## config.mk

```make
export PLATFORM = sky130hd
export DESIGN_NAME = id_issue_buffer_flat
export DESIGN_NICKNAME = d
export VERILOG_FILES = /design/src/rtl/id_pkg.sv /design/src/rtl/id_issue_buffer_if.sv /design/src/rtl/id_ibuf_fifo.sv /design/src/rtl/id_issue_buffer.sv /design/src/flat_wrapper.sv
export SDC_FILE = /design/constraint.sdc
export NUM_CORES = 1
export LEC_CHECK = 0
export BUFFER_PORTS_ARGS = -buffer_cell sky130_fd_sc_hd__buf_2
export CAP_MARGIN = 30
export CORE_ASPECT_RATIO = 0.9
export CORE_MARGIN = 1
export CORE_UTILIZATION = 58
export CTS_CLUSTER_SIZE = 14
export DETAILED_ROUTE_END_ITERATION = 12
export PLACE_DENSITY = 0.85
export SLEW_MARGIN = 10
export SYNTH_ARGS = -nofsm -noshare
export SYNTH_HDL_FRONTEND = slang
export SYNTH_SLANG_ARGS = --single-unit
```

## constraint.sdc

```tcl
create_clock -name clk -period 4.85 [get_ports clk]
set_input_delay 0.97 -clock clk [delete_from_list [all_inputs] [get_ports clk]]
set_output_delay 0.97 -clock clk [all_outputs]
set_load 0.005 [all_outputs]
```

## src/rtl/id_pkg.sv

```systemverilog
// rtl/id_pkg.sv - shared widths, MIPS opcode/func codes and operand-usage decode
package id_pkg;

    localparam int DATA_W = 32;
    localparam int FWD_AW = 5;

    localparam logic [5:0] OP_SPECIAL = 6'h00;
    localparam logic [5:0] OP_J       = 6'h02;
    localparam logic [5:0] OP_JAL     = 6'h03;
    localparam logic [5:0] OP_BEQ     = 6'h04;
    localparam logic [5:0] OP_BNE     = 6'h05;
    localparam logic [5:0] OP_LUI     = 6'h0F;
    localparam logic [5:0] OP_SB      = 6'h28;
    localparam logic [5:0] OP_SH      = 6'h29;
    localparam logic [5:0] OP_SW      = 6'h2B;

    localparam logic [5:0] FN_SLL     = 6'h00;
    localparam logic [5:0] FN_SRL     = 6'h02;
    localparam logic [5:0] FN_SRA     = 6'h03;
    localparam logic [5:0] FN_JR      = 6'h08;
    localparam logic [5:0] FN_JALR    = 6'h09;

    // rs is read by everything except lui, j, jal and the immediate shifts
    function automatic logic uses_rs(input logic [31:0] inst);
        logic [5:0] op;
        logic [5:0] fn;
        op = inst[31:26];
        fn = inst[5:0];
        uses_rs = 1'b1;
        if (op == OP_LUI || op == OP_J || op == OP_JAL)
            uses_rs = 1'b0;
        else if (op == OP_SPECIAL && (fn == FN_SLL || fn == FN_SRL || fn == FN_SRA))
            uses_rs = 1'b0;
    endfunction

    // rt is read by R-type (except jr/jalr), branches compare it, stores write it out
    function automatic logic uses_rt(input logic [31:0] inst);
        logic [5:0] op;
        logic [5:0] fn;
        op = inst[31:26];
        fn = inst[5:0];
        uses_rt = 1'b0;
        if (op == OP_SPECIAL)
            uses_rt = (fn != FN_JR) && (fn != FN_JALR);
        else if (op == OP_BEQ || op == OP_BNE || op == OP_SB || op == OP_SH || op == OP_SW)
            uses_rt = 1'b1;
    endfunction

endpackage

```

## src/rtl/id_issue_buffer_if.sv

```systemverilog
// rtl/id_issue_buffer_if.sv - fetch-side and issue-side handshake bundle
interface id_issue_buffer_if;
    import id_pkg::*;

    logic              in_valid;
    logic              in_ready;
    logic [DATA_W-1:0] in_pc;
    logic [DATA_W-1:0] in_inst;

    logic              out_valid;
    logic              out_ready;
    logic [DATA_W-1:0] out_pc;
    logic [DATA_W-1:0] out_inst;
    logic [DATA_W-1:0] out_rs_val;
    logic [DATA_W-1:0] out_rt_val;

    modport slave (
        input  in_valid, in_pc, in_inst, out_ready,
        output in_ready, out_valid, out_pc, out_inst, out_rs_val, out_rt_val
    );

    modport master (
        output in_valid, in_pc, in_inst, out_ready,
        input  in_ready, out_valid, out_pc, out_inst, out_rs_val, out_rt_val
    );

endinterface

```

## src/rtl/id_ibuf_fifo.sv

```systemverilog
// rtl/id_ibuf_fifo.sv - synchronous {pc,inst} FIFO with wrap-bit pointers and flush
module id_ibuf_fifo
    import id_pkg::*;
#(
    parameter int DEPTH = 4,
    parameter int W     = 2 * DATA_W
) (
    input  logic         clk,
    input  logic         rst,
    input  logic         flush,
    input  logic         push,
    input  logic [W-1:0] push_data,
    input  logic         pop,
    output logic         full,
    output logic         empty,
    output logic [W-1:0] head_data
);

    localparam int AW = $clog2(DEPTH);

    logic [AW:0]  wr_ptr;
    logic [AW:0]  rd_ptr;
    logic [W-1:0] mem [DEPTH];
    logic         do_push;
    logic         do_pop;

    assign full      = (wr_ptr[AW] != rd_ptr[AW]) && (wr_ptr[AW-1:0] == rd_ptr[AW-1:0]);
    assign empty     = (wr_ptr == rd_ptr);
    assign head_data = mem[rd_ptr[AW-1:0]];

    // flush beats both push and pop so a redirect never leaves a stale entry behind
    assign do_push = push && !full && !flush;
    assign do_pop  = pop && !empty && !flush;

    // pointer update; flush collapses the queue to empty
    always_ff @(posedge clk) begin
        if (rst || flush) begin
            wr_ptr <= '0;
            rd_ptr <= '0;
        end else begin
            if (do_push)
                wr_ptr <= wr_ptr + 1'b1;
            if (do_pop)
                rd_ptr <= rd_ptr + 1'b1;
        end
    end

    // storage write; contents are don't-care until the pointers cover them
    always_ff @(posedge clk) begin
        if (do_push)
            mem[wr_ptr[AW-1:0]] <= push_data;
    end

endmodule

```

## src/rtl/id_issue_buffer.sv

```systemverilog
// rtl/id_issue_buffer.sv - buffered decode/issue stage with forwarding and hazard stall
module id_issue_buffer
    import id_pkg::*;
#(
    parameter int DEPTH   = 4,
    parameter int NUM_FWD = 3,
    parameter int CNT_W   = 32
) (
    input  logic                      clk,
    input  logic                      rst,
    id_issue_buffer_if.slave          bus,
    input  logic                      flush,
    output logic [FWD_AW-1:0]         rf_raddr1,
    output logic [FWD_AW-1:0]         rf_raddr2,
    input  logic [DATA_W-1:0]         rf_rdata1,
    input  logic [DATA_W-1:0]         rf_rdata2,
    input  logic [NUM_FWD-1:0]        fwd_we,
    input  logic [FWD_AW*NUM_FWD-1:0] fwd_waddr,
    input  logic [DATA_W*NUM_FWD-1:0] fwd_wdata,
    input  logic [NUM_FWD-1:0]        fwd_pending,
    output logic [CNT_W-1:0]          stall_cycles
);

    logic                  full;
    logic                  empty;
    logic [2*DATA_W-1:0]   head_data;
    logic [DATA_W-1:0]     head_pc;
    logic [DATA_W-1:0]     head_inst;
    logic                  hazard;
    logic                  slot_free;
    logic                  issue;

    logic                  out_valid_q;
    logic [DATA_W-1:0]     out_pc_q;
    logic [DATA_W-1:0]     out_inst_q;
    logic [DATA_W-1:0]     out_rs_q;
    logic [DATA_W-1:0]     out_rt_q;

    assign bus.in_ready = !full;

    id_ibuf_fifo #(
        .DEPTH (DEPTH),
        .W     (2 * DATA_W)
    ) u_fifo (
        .clk       (clk),
        .rst       (rst),
        .flush     (flush),
        .push      (bus.in_valid),
        .push_data ({bus.in_pc, bus.in_inst}),
        .pop       (issue),
        .full      (full),
        .empty     (empty),
        .head_data (head_data)
    );

    assign head_pc   = head_data[2*DATA_W-1:DATA_W];
    assign head_inst = head_data[DATA_W-1:0];
    assign rf_raddr1 = head_inst[25:21];
    assign rf_raddr2 = head_inst[20:16];

    // one resolver per source operand: index 0 is rs, index 1 is rt
    for (genvar s = 0; s < 2; s++) begin : g_src
        logic [FWD_AW-1:0] sel;
        logic [DATA_W-1:0] rf_val;
        logic [DATA_W-1:0] val;
        logic              pend;

        assign sel    = (s == 0) ? head_inst[25:21] : head_inst[20:16];
        assign rf_val = (s == 0) ? rf_rdata1 : rf_rdata2;

        // scan oldest to youngest so the lowest matching index ends up winning
        always_comb begin
            val  = rf_val;
            pend = 1'b0;
            for (int i = NUM_FWD - 1; i >= 0; i--) begin
                if (fwd_we[i] && fwd_waddr[FWD_AW*i +: FWD_AW] == sel) begin
                    val  = fwd_wdata[DATA_W*i +: DATA_W];
                    pend = fwd_pending[i];
                end
            end
            if (sel == '0) begin
                val  = '0;
                pend = 1'b0;
            end
        end
    end

    // a pending producer only matters if the head instruction actually reads that operand
    assign hazard    = (uses_rs(head_inst) && g_src[0].pend) ||
                       (uses_rt(head_inst) && g_src[1].pend);
    assign slot_free = !out_valid_q || bus.out_ready;
    assign issue     = !empty && !hazard && slot_free && !flush;

    // issue slot: flush kills it, a fresh issue reloads it, an accepted slot drains
    always_ff @(posedge clk) begin
        if (rst) begin
            out_valid_q <= 1'b0;
            out_pc_q    <= '0;
            out_inst_q  <= '0;
            out_rs_q    <= '0;
            out_rt_q    <= '0;
        end else if (flush) begin
            out_valid_q <= 1'b0;
        end else if (issue) begin
            out_valid_q <= 1'b1;
            out_pc_q    <= head_pc;
            out_inst_q  <= head_inst;
            out_rs_q    <= g_src[0].val;
            out_rt_q    <= g_src[1].val;
        end else if (bus.out_ready) begin
            out_valid_q <= 1'b0;
        end
    end

    // count cycles lost purely to an unresolved RAW hazard, saturating
    always_ff @(posedge clk) begin
        if (rst)
            stall_cycles <= '0;
        else if (!empty && hazard && slot_free && !flush && stall_cycles != '1)
            stall_cycles <= stall_cycles + 1'b1;
    end

    assign bus.out_valid  = out_valid_q;
    assign bus.out_pc     = out_pc_q;
    assign bus.out_inst   = out_inst_q;
    assign bus.out_rs_val = out_rs_q;
    assign bus.out_rt_val = out_rt_q;

endmodule

```

## src/flat_wrapper.sv

```systemverilog
// flat-port wrapper written by rule: the top's interface ports become plain ports
module id_issue_buffer_flat import id_pkg::*;
#(
    parameter int DEPTH   = 4,
    parameter int NUM_FWD = 3,
    parameter int CNT_W   = 32
)
  (clk, rst, flush, rf_raddr1, rf_raddr2, rf_rdata1, rf_rdata2, fwd_we, fwd_waddr, fwd_wdata, fwd_pending, stall_cycles, bus_in_valid, bus_in_pc, bus_in_inst, bus_out_ready, bus_in_ready, bus_out_valid, bus_out_pc, bus_out_inst, bus_out_rs_val, bus_out_rt_val);
  id_issue_buffer_if bus_i ();
  input  logic clk;
  input  logic rst;
  input  logic flush;
  output logic [FWD_AW-1:0] rf_raddr1;
  output logic [FWD_AW-1:0] rf_raddr2;
  input  logic [DATA_W-1:0] rf_rdata1;
  input  logic [DATA_W-1:0] rf_rdata2;
  input  logic [NUM_FWD-1:0] fwd_we;
  input  logic [FWD_AW*NUM_FWD-1:0] fwd_waddr;
  input  logic [DATA_W*NUM_FWD-1:0] fwd_wdata;
  input  logic [NUM_FWD-1:0] fwd_pending;
  output logic [CNT_W-1:0] stall_cycles;
  input wire logic [$bits(bus_i.in_valid)-1:0] bus_in_valid;
  input wire logic [$bits(bus_i.in_pc)-1:0] bus_in_pc;
  input wire logic [$bits(bus_i.in_inst)-1:0] bus_in_inst;
  input wire logic [$bits(bus_i.out_ready)-1:0] bus_out_ready;
  output wire logic [$bits(bus_i.in_ready)-1:0] bus_in_ready;
  output wire logic [$bits(bus_i.out_valid)-1:0] bus_out_valid;
  output wire logic [$bits(bus_i.out_pc)-1:0] bus_out_pc;
  output wire logic [$bits(bus_i.out_inst)-1:0] bus_out_inst;
  output wire logic [$bits(bus_i.out_rs_val)-1:0] bus_out_rs_val;
  output wire logic [$bits(bus_i.out_rt_val)-1:0] bus_out_rt_val;
  assign bus_i.in_valid = bus_in_valid;
  assign bus_i.in_pc = bus_in_pc;
  assign bus_i.in_inst = bus_in_inst;
  assign bus_i.out_ready = bus_out_ready;
  assign bus_in_ready = bus_i.in_ready;
  assign bus_out_valid = bus_i.out_valid;
  assign bus_out_pc = bus_i.out_pc;
  assign bus_out_inst = bus_i.out_inst;
  assign bus_out_rs_val = bus_i.out_rs_val;
  assign bus_out_rt_val = bus_i.out_rt_val;
  id_issue_buffer #(.DEPTH(DEPTH), .NUM_FWD(NUM_FWD), .CNT_W(CNT_W)) u_core (.clk(clk), .rst(rst), .bus(bus_i), .flush(flush), .rf_raddr1(rf_raddr1), .rf_raddr2(rf_raddr2), .rf_rdata1(rf_rdata1), .rf_rdata2(rf_rdata2), .fwd_we(fwd_we), .fwd_waddr(fwd_waddr), .fwd_wdata(fwd_wdata), .fwd_pending(fwd_pending), .stall_cycles(stall_cycles));
endmodule
```

**Yosys cells after proc, flatten, opt, wreduce, memory -nomap -nowiden**

Memories as Yosys holds them, arrays and structs flattened. A register that Yosys moved wholly into a read port is not among the register bits.
Index checks and enable logic that the tools add are counted.

- Flip-flop bits (word level): 167
- RAM bits: 256
- Input bits: 250
- Output and inout port bits: 172
- Logic and storage cells: 106
- Memories: 1

- Add/subtract/negate cells: 3
- Eq/ne operators: 22
- Mux-type cells: 26
- Bitwise gates (word level): 1
- Reductions and logical operators: 45

Memory list:

| memory | depth | width | read ports | clocked after memory_dff | write ports | line | text |
|---|---|---|---|---|---|---|---|
| u_core.u_fifo.mem | 4 | 64 | 1 | 1 | 1 | id_ibuf_fifo.sv:23 | `logic [W-1:0] mem [DEPTH];` |

Operators with widths:

| cell | number |
|---|---|
| 2-to-1 mux 32 bit | 8 |
| adder 32 x 1 -> 32 bit (second input constant) | 1 |
| inequality test 32 bit (second input constant) | 1 |
| == test 5 bit | 6 |
| == test 6 x 2 -> 1 bit (second input constant) | 4 |
| logical AND 1 bit | 22 |
| == test 6 bit (second input constant) | 3 |
| 2-to-1 mux 1 bit | 16 |
| == test 6 x 3 -> 1 bit (second input constant) | 2 |
| zero test 6 bit | 2 |
| inequality test 6 x 4 -> 1 bit (second input constant) | 2 |
| logical OR 1 bit | 11 |
| zero test 5 bit | 2 |
| adder 3 x 1 -> 3 bit (second input constant) | 2 |
| == test 6 x 4 -> 1 bit (second input constant) | 1 |
| zero test 1 bit | 5 |
| 2-to-1 mux 2 bit | 2 |
| == test 3 bit | 1 |
| == test 2 bit | 1 |
| AND reduction 2 bit | 1 |
| nonzero test 2 bit | 1 |
| OR reduction 2 bit | 1 |
| inequality test 1 bit | 1 |
| NOT 1 bit | 1 |

**Depth between registers and ports, before layout**

Gate-level depths: netlist (run 1).

- Word-level depth: 17
- Depth in mapped cells: 14

**Hierarchy**

From an unflattened synthesis (run 1), not the netlist that was laid out.

- Cells, all modules: 1583
- Area total of the unflattened synthesis: 18624.1 sq um

By module, submodules not included:

| module | times used | cells an instance | area an instance (sq um) | sequential area each (sq um) |
|---|---|---|---|---|
| id_ibuf_fifo | 1 | 404 | 9798.1 | 7847.5 |
| id_issue_buffer | 1 | 1179 | 8826.0 | 3223.1 |

**Worst setup path before layout (run 1)**

OpenSTA, ideal clock, no wires.

- Kind: input to register
- Start: input bus_in_valid
- End: memory u_core.u_fifo.mem[3][0] (netlist bit), enable pin
- Data arrival time: 2775 ps
- Required time: 4419 ps
- Path slack: 1645 ps
- Stages: 3
- Buffers on the path: 0
- Path through: nand2_1 -> nor2_1 -> and2_1

- Longest elaborated chain between the ends: 4

RTL lines:

| element | line | text |
|---|---|---|
| from (decl) | flat_wrapper.sv:22 | `input wire logic [$bits(bus_i.in_valid)-1:0] bus_in_valid;` |
| logical AND 1 bit (2 in series) | id_ibuf_fifo.sv:32 | `assign do_push = push && !full && !flush;` |
| 2-to-1 mux 1 bit | id_ibuf_fifo.sv:50 | `if (do_push)` |
| 2-to-1 mux 1 bit (not written as such) | id_ibuf_fifo.sv:51 | `mem[wr_ptr[AW-1:0]] <= push_data;` |
| to (decl) | id_ibuf_fifo.sv:23 |  |

No other way between the ends.

==> results of run 1 <==
[where the power goes]
part           switching [mW]  leakage [nW]  internal, mW  total (mW)
logic                   0.343          4.30         0.267       0.610
clock network            1.34         0.658          1.89        3.24
registers              0.0413          3.69          3.91        3.95
[routing by layer]
layer  global-route usage, %  up-vias  wire length (um)
li1                        -     6023                 -
met2                    53.5      833             25400
met3                    7.44      210              4950
met1                    37.3     6578             18400
met5                       0        -                83
met4                    13.0       14              2530
[how the worst max path moves through the flow]
stage / from / end / slack [ps] / cells past startpoint
floorplan: bus_in_valid / u_core.u_fifo.mem[3][0] / 1640 / 3
global placement: flip-flop / u_core.bus.out_rs_val[31] / 820 / 11
detailed placement: flip-flop / u_core.bus.out_rs_val[15] / 740 / 11
CTS: flip-flop / u_core.bus.out_rs_val[15] / 710 / 11
global route: flip-flop / u_core.bus.out_rs_val[15] / 410 / 11
finish: flip-flop / u_core.bus.out_rs_val[15] / 680 / 11
[cell families after synthesis]
group	Yosys count
and+or+nand+nor	322
adders and majority gates	6
muxes	178
DFF	425
AOI/OAI and AO/OA	290
xor gates and xnor gates	43
buffers and inverters	111
[synth_stat cells (33+ instances only)]
| master | count | area (um2) |
|---|---|---|
| a21oi_1 | 89 | 445 |
| dfxtp_1 | 169 | 3380 |
| nand2_1 | 84 | 315 |
| o21ai_0 | 75 | 375 |
| edfxtp_1 | 256 | 7690 |
| mux2i_1 | 107 | 1070 |
| mux4_2 | 62 | 1400 |
| nor2_1 | 98 | 368 |
| clkbuf_1 | 57 | 214 |
| a31oi_1 | 35 | 219 |
| nand3b_1 | 33 | 248 |
[cell usage in the layout, fill, tap and decap left out, drive strengths merged, types with 3 or more instances in the layout]
| master | instances |
|---|---|
| and2 | 5 |
| edfxtp | 256 |
| nand4 | 12 |
| nor2 | 98 |
| clkinv | 6 |
| nand2 | 85 |
| a31o | 3 |
| clkbuf | 63 |
| o31ai | 5 |
| a22o | 32 |
| mux2i | 107 |
| buf | 446 |
| a21oi | 89 |
| and3 | 6 |
| nand3 | 18 |
| o21ai | 79 |
| or4 | 10 |
| ha | 6 |
| inv | 13 |
| nor3 | 14 |
| diode | 7 |
| or3 | 13 |
| xor2 | 11 |
| a31oi | 36 |
| nor2b | 9 |
| xnor2 | 32 |
| mux4 | 64 |
| bufinv | 4 |
| nor4 | 7 |
| o2111ai | 3 |
| nand2b | 7 |
| o21a | 3 |
| o22ai | 32 |
| dfxtp | 169 |
| nand3b | 33 |
| mux2 | 7 |
[cell type report]
type | instances | area [um2] | share of cell area (%)
Antenna cell | 7 | 17.5 | 0.0797
Clock buffer | 63 | 1170 | 5.32
Clock inverter | 13 | 211 | 0.963
Inverter | 12 | 45.0 | 0.205
Multi-Input combinational cell | 839 | 6510 | 29.6
Sequential cell | 425 | 11100 | 50.4
Tap cell | 409 | 512 | 2.33
Timing Repair Buffer | 446 | 2420 | 11.0
[stage by stage]
stage	area (um2)	hold slack (ps)	utilization, %
detailed placement	20400	461	66.3
finish	22000	476	71.2
global route	22000	493	71.2
CTS	21800	476	70.8
floorplan	18100	466	-
global placement	20400	458	66.2
[critical path: cells and delay by family (launching register included)]
family	cells	cell delay, ps
and+or+nand+nor	4	1110
AOI/OAI and AO/OA	4	800
DFF	1	520
buffers and inverters	2	970
muxes	1	630
[sequential cells by signal, indices dropped and copies added, names as in the netlist, named ones only]
name / flops
u_core.stall_cycles: 32
u_core.bus.out_inst: 32
u_core.u_fifo.mem: 256
u_core.u_fifo.rd_ptr: 3
u_core.bus.out_rt_val: 32
u_core.bus.out_pc: 32
u_core.bus.out_rs_val: 32
u_core.u_fifo.wr_ptr: 3
u_core.bus.out_valid: 1
==> impl_metrics.toml, run 1 <==
[sta]
worst_slack_ps = 676
drv_slew = 0
grt_setup_unrepaired = "false"
clock_skew_ps = 47.3
finalCritPeriodShare_pct = 86.1
fmax_mhz = 240
hold_viol = 0
tightest_slew_ps = 839
fin_tns_setup_ps = 0
max_slew_margin_pct = 44.1
min_period_ps = 4170
setup_violations = 0

[critical_path]
worstRegToRegCells = 11
end_kind = "flip-flop"
cp_slowest_cell = "mux4_2"
timing.critical_path.mode_cell = "buf_4"
cp_max_fo = 32
cp.arrival_ps = 4620
critPathMaxStageDelay_ps = 630
cp.required_ps = 5300
crit_chain = "buf_4, mux4_2, nor3_1, a31oi_1, nor4_1, a211o_1, a31o_2, nand2_8, nor3_4, buf_4, a22o_1"
path_class = "flip-flop to flip-flop"
startpoint_type = "flip-flop"
reg2reg_slack_ps = 680
r2r-end = "u_core.bus.out_rs_val[15]"

[run_status]
outcome = "completed"

[synth]
synthSimpleGateAreaFrac_pct = 8.94
synth_mux_area_share_pct = 14.3
synth-compound-area-share_pct = 9.83
synth-edff-count = 256
synth-warning-count = 0
synth_cells = 1375
async_reset_ff_share_pct = 0
synth_cell_type_count = 55
synth_top_family_by_area = "multiplexers"
avgSynthCellArea_um2 = 13.2
postSynthNetCount = 1631
dominantRegCellSynth = "edfxtp_1"
yosysSeqAreaShare_pct = 61.1
ys_seq_elements = 425
synth_xor_xnor_area_share_pct = 2.08
syn_area_mm2 = 0.0181
synth_fa_ha_area_share_pct = 0.414

[floorplan]
rows = 61
dieArea_mm2 = 0.0319
die_w_um = 188
die_h_um = 170
pin_count = 422
start_util_pct = 58.8
core_area_mm2 = 0.0308

[hold_path]
whs_path_depth = 1
hp-start = "u_core.bus.out_rs_val[21]"
min_to = "u_core.bus.out_rs_val[21]"
min-delay-path-class = "flip-flop to flip-flop"

[cells_and_area]
num-nets-final = 2021
layout.cells.non_filler = 2214
areaGrowthSynthToFinish_pct = 21.2
fillers = 2018
drive_gt1_share_pct = 33.6

[power_and_ir_drop]
p_leak_nw = 8.65
vdd_ir_drop_max_uv = 343
p_per_area_mw_per_mm2 = 355
finalPower_mw = 7.79

[cts]
numCtsBuffers = 41
clock_latency_ps = 550
cts_setup_buffers = 0
holdBufCountCts = 0
clock_sinks = 425
clkTransAtPathRegs_ps = 60
post_cts_resized = 0
h-tree-depth = 2
cts_tree = "done"
clockBufferDepth = 3
cts_root_buf = "clkbuf_16"

[global_route]
grt_pass1_vias = 13000
gr-total-overflow = 0
grt_first_pass_wirelength_um = 75600
grt_max_degree = 83
grt_antenna_before_repair = 14
grt_usage_pct = 31.0

[placement]
dp_cells = 2126
port_buffers = 421
gp_congestion = 0.904
hpwl_um = 34700
place_ws_ps = 741

[route]
vias_per_cell = 6.17
ant_nets = 0
finalWirelength_um = 51400
first_pass_iters = 6
drtIter0Drc = 1319
drc_errors = 0
routedWlPerCell_um = 23.2
vias = 13700

[flow_run]
maxCapViolCount = 0
No activity file was read; power rests on OpenSTA's default activity.
==> run 2, diff against run 1 <==
Settings changed: CORE_UTILIZATION 58 to 59, PLACE_DENSITY 0.85 to 0.86, SYNTH_HIERARCHICAL from default to 1.
==> run 2 against run 1 <==
  * Die area is 1.0% higher
  * Combinational power increased by 4.6%
  * Via count grew 15%
  * Non-clock buffer count up 17
  * Count of clock-buffer cells in the layout shrank 3
  * Synthesized cell count increased by 15%
  * Largest cell class unchanged
==> impl_metrics.toml, run 2 <==
[sta]
hold_viol = 0
tightest_slew_ps = 995
drv_slew = 0
max_slew_margin_pct = 33.7
fin_tns_setup_ps = 0
grt_setup_unrepaired = "false"
holdWs_ps = 473
setup_violations = 0
min_period_ps = 4240
finalCritPeriodShare_pct = 87.4
fmax_mhz = 236
clock_skew_ps = 54.8

[placement]
port_buffers = 421
gp_congestion = 1.02
hpwl_um = 37800
placed_cell_area_mm2 = 0.0210

[route]
drtIter0Drc = 2038
drc_errors = 0
ant_nets = 0
first_pass_iters = 7
routedWlPerCell_um = 24.5
vias_per_cell = 6.49
vias = 15700
finalWirelength_um = 59300

[cells_and_area]
num-nets-final = 2218
fillers = 2100
post-route-util_pct = 72.5
ff_latch_area_mm2 = 0.0111
final_common_cell = "buf_2"
multi_input_area_mm2 = 0.00672
largest_register_ffs = 256
drive_gt1_share_pct = 31.2
areaGrowthSynthToFinish_pct = 20.7
finalInstanceArea_mm2 = 0.0225
final_cell_mix = "420 x buf_2, 256 x edfxtp_1, 198 x a21oi_1, 167 x dfxtp_1, 107 x nand2_1"

[critical_path]
cp.arrival_ps = 4680
cp_max_fo = 34
startpoint_type = "flip-flop"
end_kind = "flip-flop"
cp.required_ps = 5290
path_class = "flip-flop to flip-flop"

[global_route]
grt_first_pass_wirelength_um = 87500
grt_antenna_before_repair = 16
grt_pass1_vias = 15000
gr-total-overflow = 0
grt_usage_pct = 35.7
grt_max_degree = 117

[floorplan]
start_util_pct = 60.1
pin_count = 422
dieArea_mm2 = 0.0323
rows = 61
core_area_mm2 = 0.0310
die_w_um = 189
die_h_um = 171

[cts]
h-tree-depth = 2
numCtsBuffers = 42
cts_tree = "done"
cts_setup_buffers = 0
clkTransAtPathRegs_ps = 70
post_cts_resized = 0
cts_root_buf = "clkbuf_16"
clockBufferDepth = 3
clock_latency_ps = 570
holdBufCountCts = 0
clock_sinks = 425

[synth]
synth-edff-count = 256
syn_area_mm2 = 0.0186
avgSynthCellArea_um2 = 11.8
synth_area_leaders = "edfxtp_1 41%, dfxtp_1 18%, mux4_2 7.7%"
synth_most_common_cell = "edfxtp_1"
ys_seq_elements = 425
synth_cells = 1583
postSynthNetCount = 1839
async_reset_ff_share_pct = 0
synth_common_cells = "256 x edfxtp_1, 198 x a21oi_1, 169 x dfxtp_1"
dominantRegCellSynth = "edfxtp_1"
synth_cell_type_count = 57
synth_top_area_share_pct = 41.3
synth-warning-count = 6
yosysTopAreaCell = "edfxtp_1"
yosysSeqAreaShare_pct = 59.4

[hold_path]
min-delay-path-class = "flip-flop to flip-flop"
hp-start = "u_core/bus.out_rs_val[16]"

[power_and_ir_drop]
p_int_mw = 6.00
p_leak_nw = 8.41
p_switching_mw = 1.82
netSwitchingFraction_pct = 23.3
p_seq_share_pct = 50.6
clock_power_share_pct = 41.3
vdd_ir_drop_max_uv = 365
combinationalPowerShare_pct = 8.2
p_per_area_mw_per_mm2 = 348

[flow_run]
maxCapViolCount = 0

[run_status]
outcome = "completed"
==> run 2: cell count changes in the layout (fill, tap and decap cells not counted), moves of 41 or more <==
cell      change
inv_1        +62
mux2i_1     -107
nand3_1      +72
o32ai_1      +64
a21oi_1     +111
a211oi_1     +41
==> run 2: worst paths after layout <==
kind | endpoint | slack, ps | cells past startpoint
worst min-delay path | u_core/bus.out_rs_val[16] | 470 | 2
worst min register to register | u_core/bus.out_rs_val[16] | 470 | 2
worst max-delay path | u_core/bus.out_pc[9] | 610 | 10
worst max register to register | u_core/bus.out_pc[9] | 610 | 10
==> run 2: logic make-up (layout without fill, tap and decap cells) <==
family          after synthesis  in the layout  synth area share, %
compound gates              442            442                 15.0
flops                       425            425                 59.4
simple gates                403            403                 10.8
other cells                   0             17                    0
buf+inv                     202            615                 4.65
xor+xnor                     36             36                 1.69
fa+ha+maj                     6              6                0.403
mux                          69             69                 8.04
==> run 2: power by group through the flow <==
| stage | sequential (mW) | clock (mW) | combinational [mW] |
|---|---|---|---|
| 5_1_grt | 3.96 | 3.39 | 0.683 |
| 4_1_cts | 3.95 | 3.25 | 0.623 |
| 6_report | 3.95 | 3.23 | 0.638 |
| 3_3_place_gp | 4.02 | 0 | 0.589 |
| 3_5_place_dp | 4.03 | 0 | 0.613 |
| 2_1_floorplan | 4.02 | 0 | 0.307 |
==> run 2: per-stage QoR <==
step	power (mW)	worst slack, ps	cells
2_1_floorplan	4.33	1330	1583
3_3_place_gp	4.61	977	2325
3_5_place_dp	4.64	827	2326
4_1_cts	7.82	659	2404
5_1_grt	8.03	451	2419
6_report	7.82	613	2422
==> run 2: critical path: stages, from the launching register on <==
cell      delay (ps)
dfxtp_4          590
buf_4            270
mux4_2           630
or4_1            440
nor2_1           160
a211o_1          150
a211oi_2          50
a22oi_2          840
buf_4            520
nand3_1          140
a21oi_1          300
==> run 2: layer usage <==
layer / GRT usage [%] / wire length [um]
met5: 0 / 27
met4: 19.0 / 3160
met2: 60.6 / 29100
met3: 8.04 / 6370
met1: 42.5 / 20600
==> run 2: cell type report <==
class | instances | share of cell area [%]
multi-input cells | 956 | 29.9
clock inverters | 18 | 0.818
repair buffers | 463 | 11.0
flip-flops and latches | 425 | 49.3
clock buffers | 60 | 5.29
inverters | 74 | 1.24
diodes | 17 | 0.189
well taps | 409 | 2.28
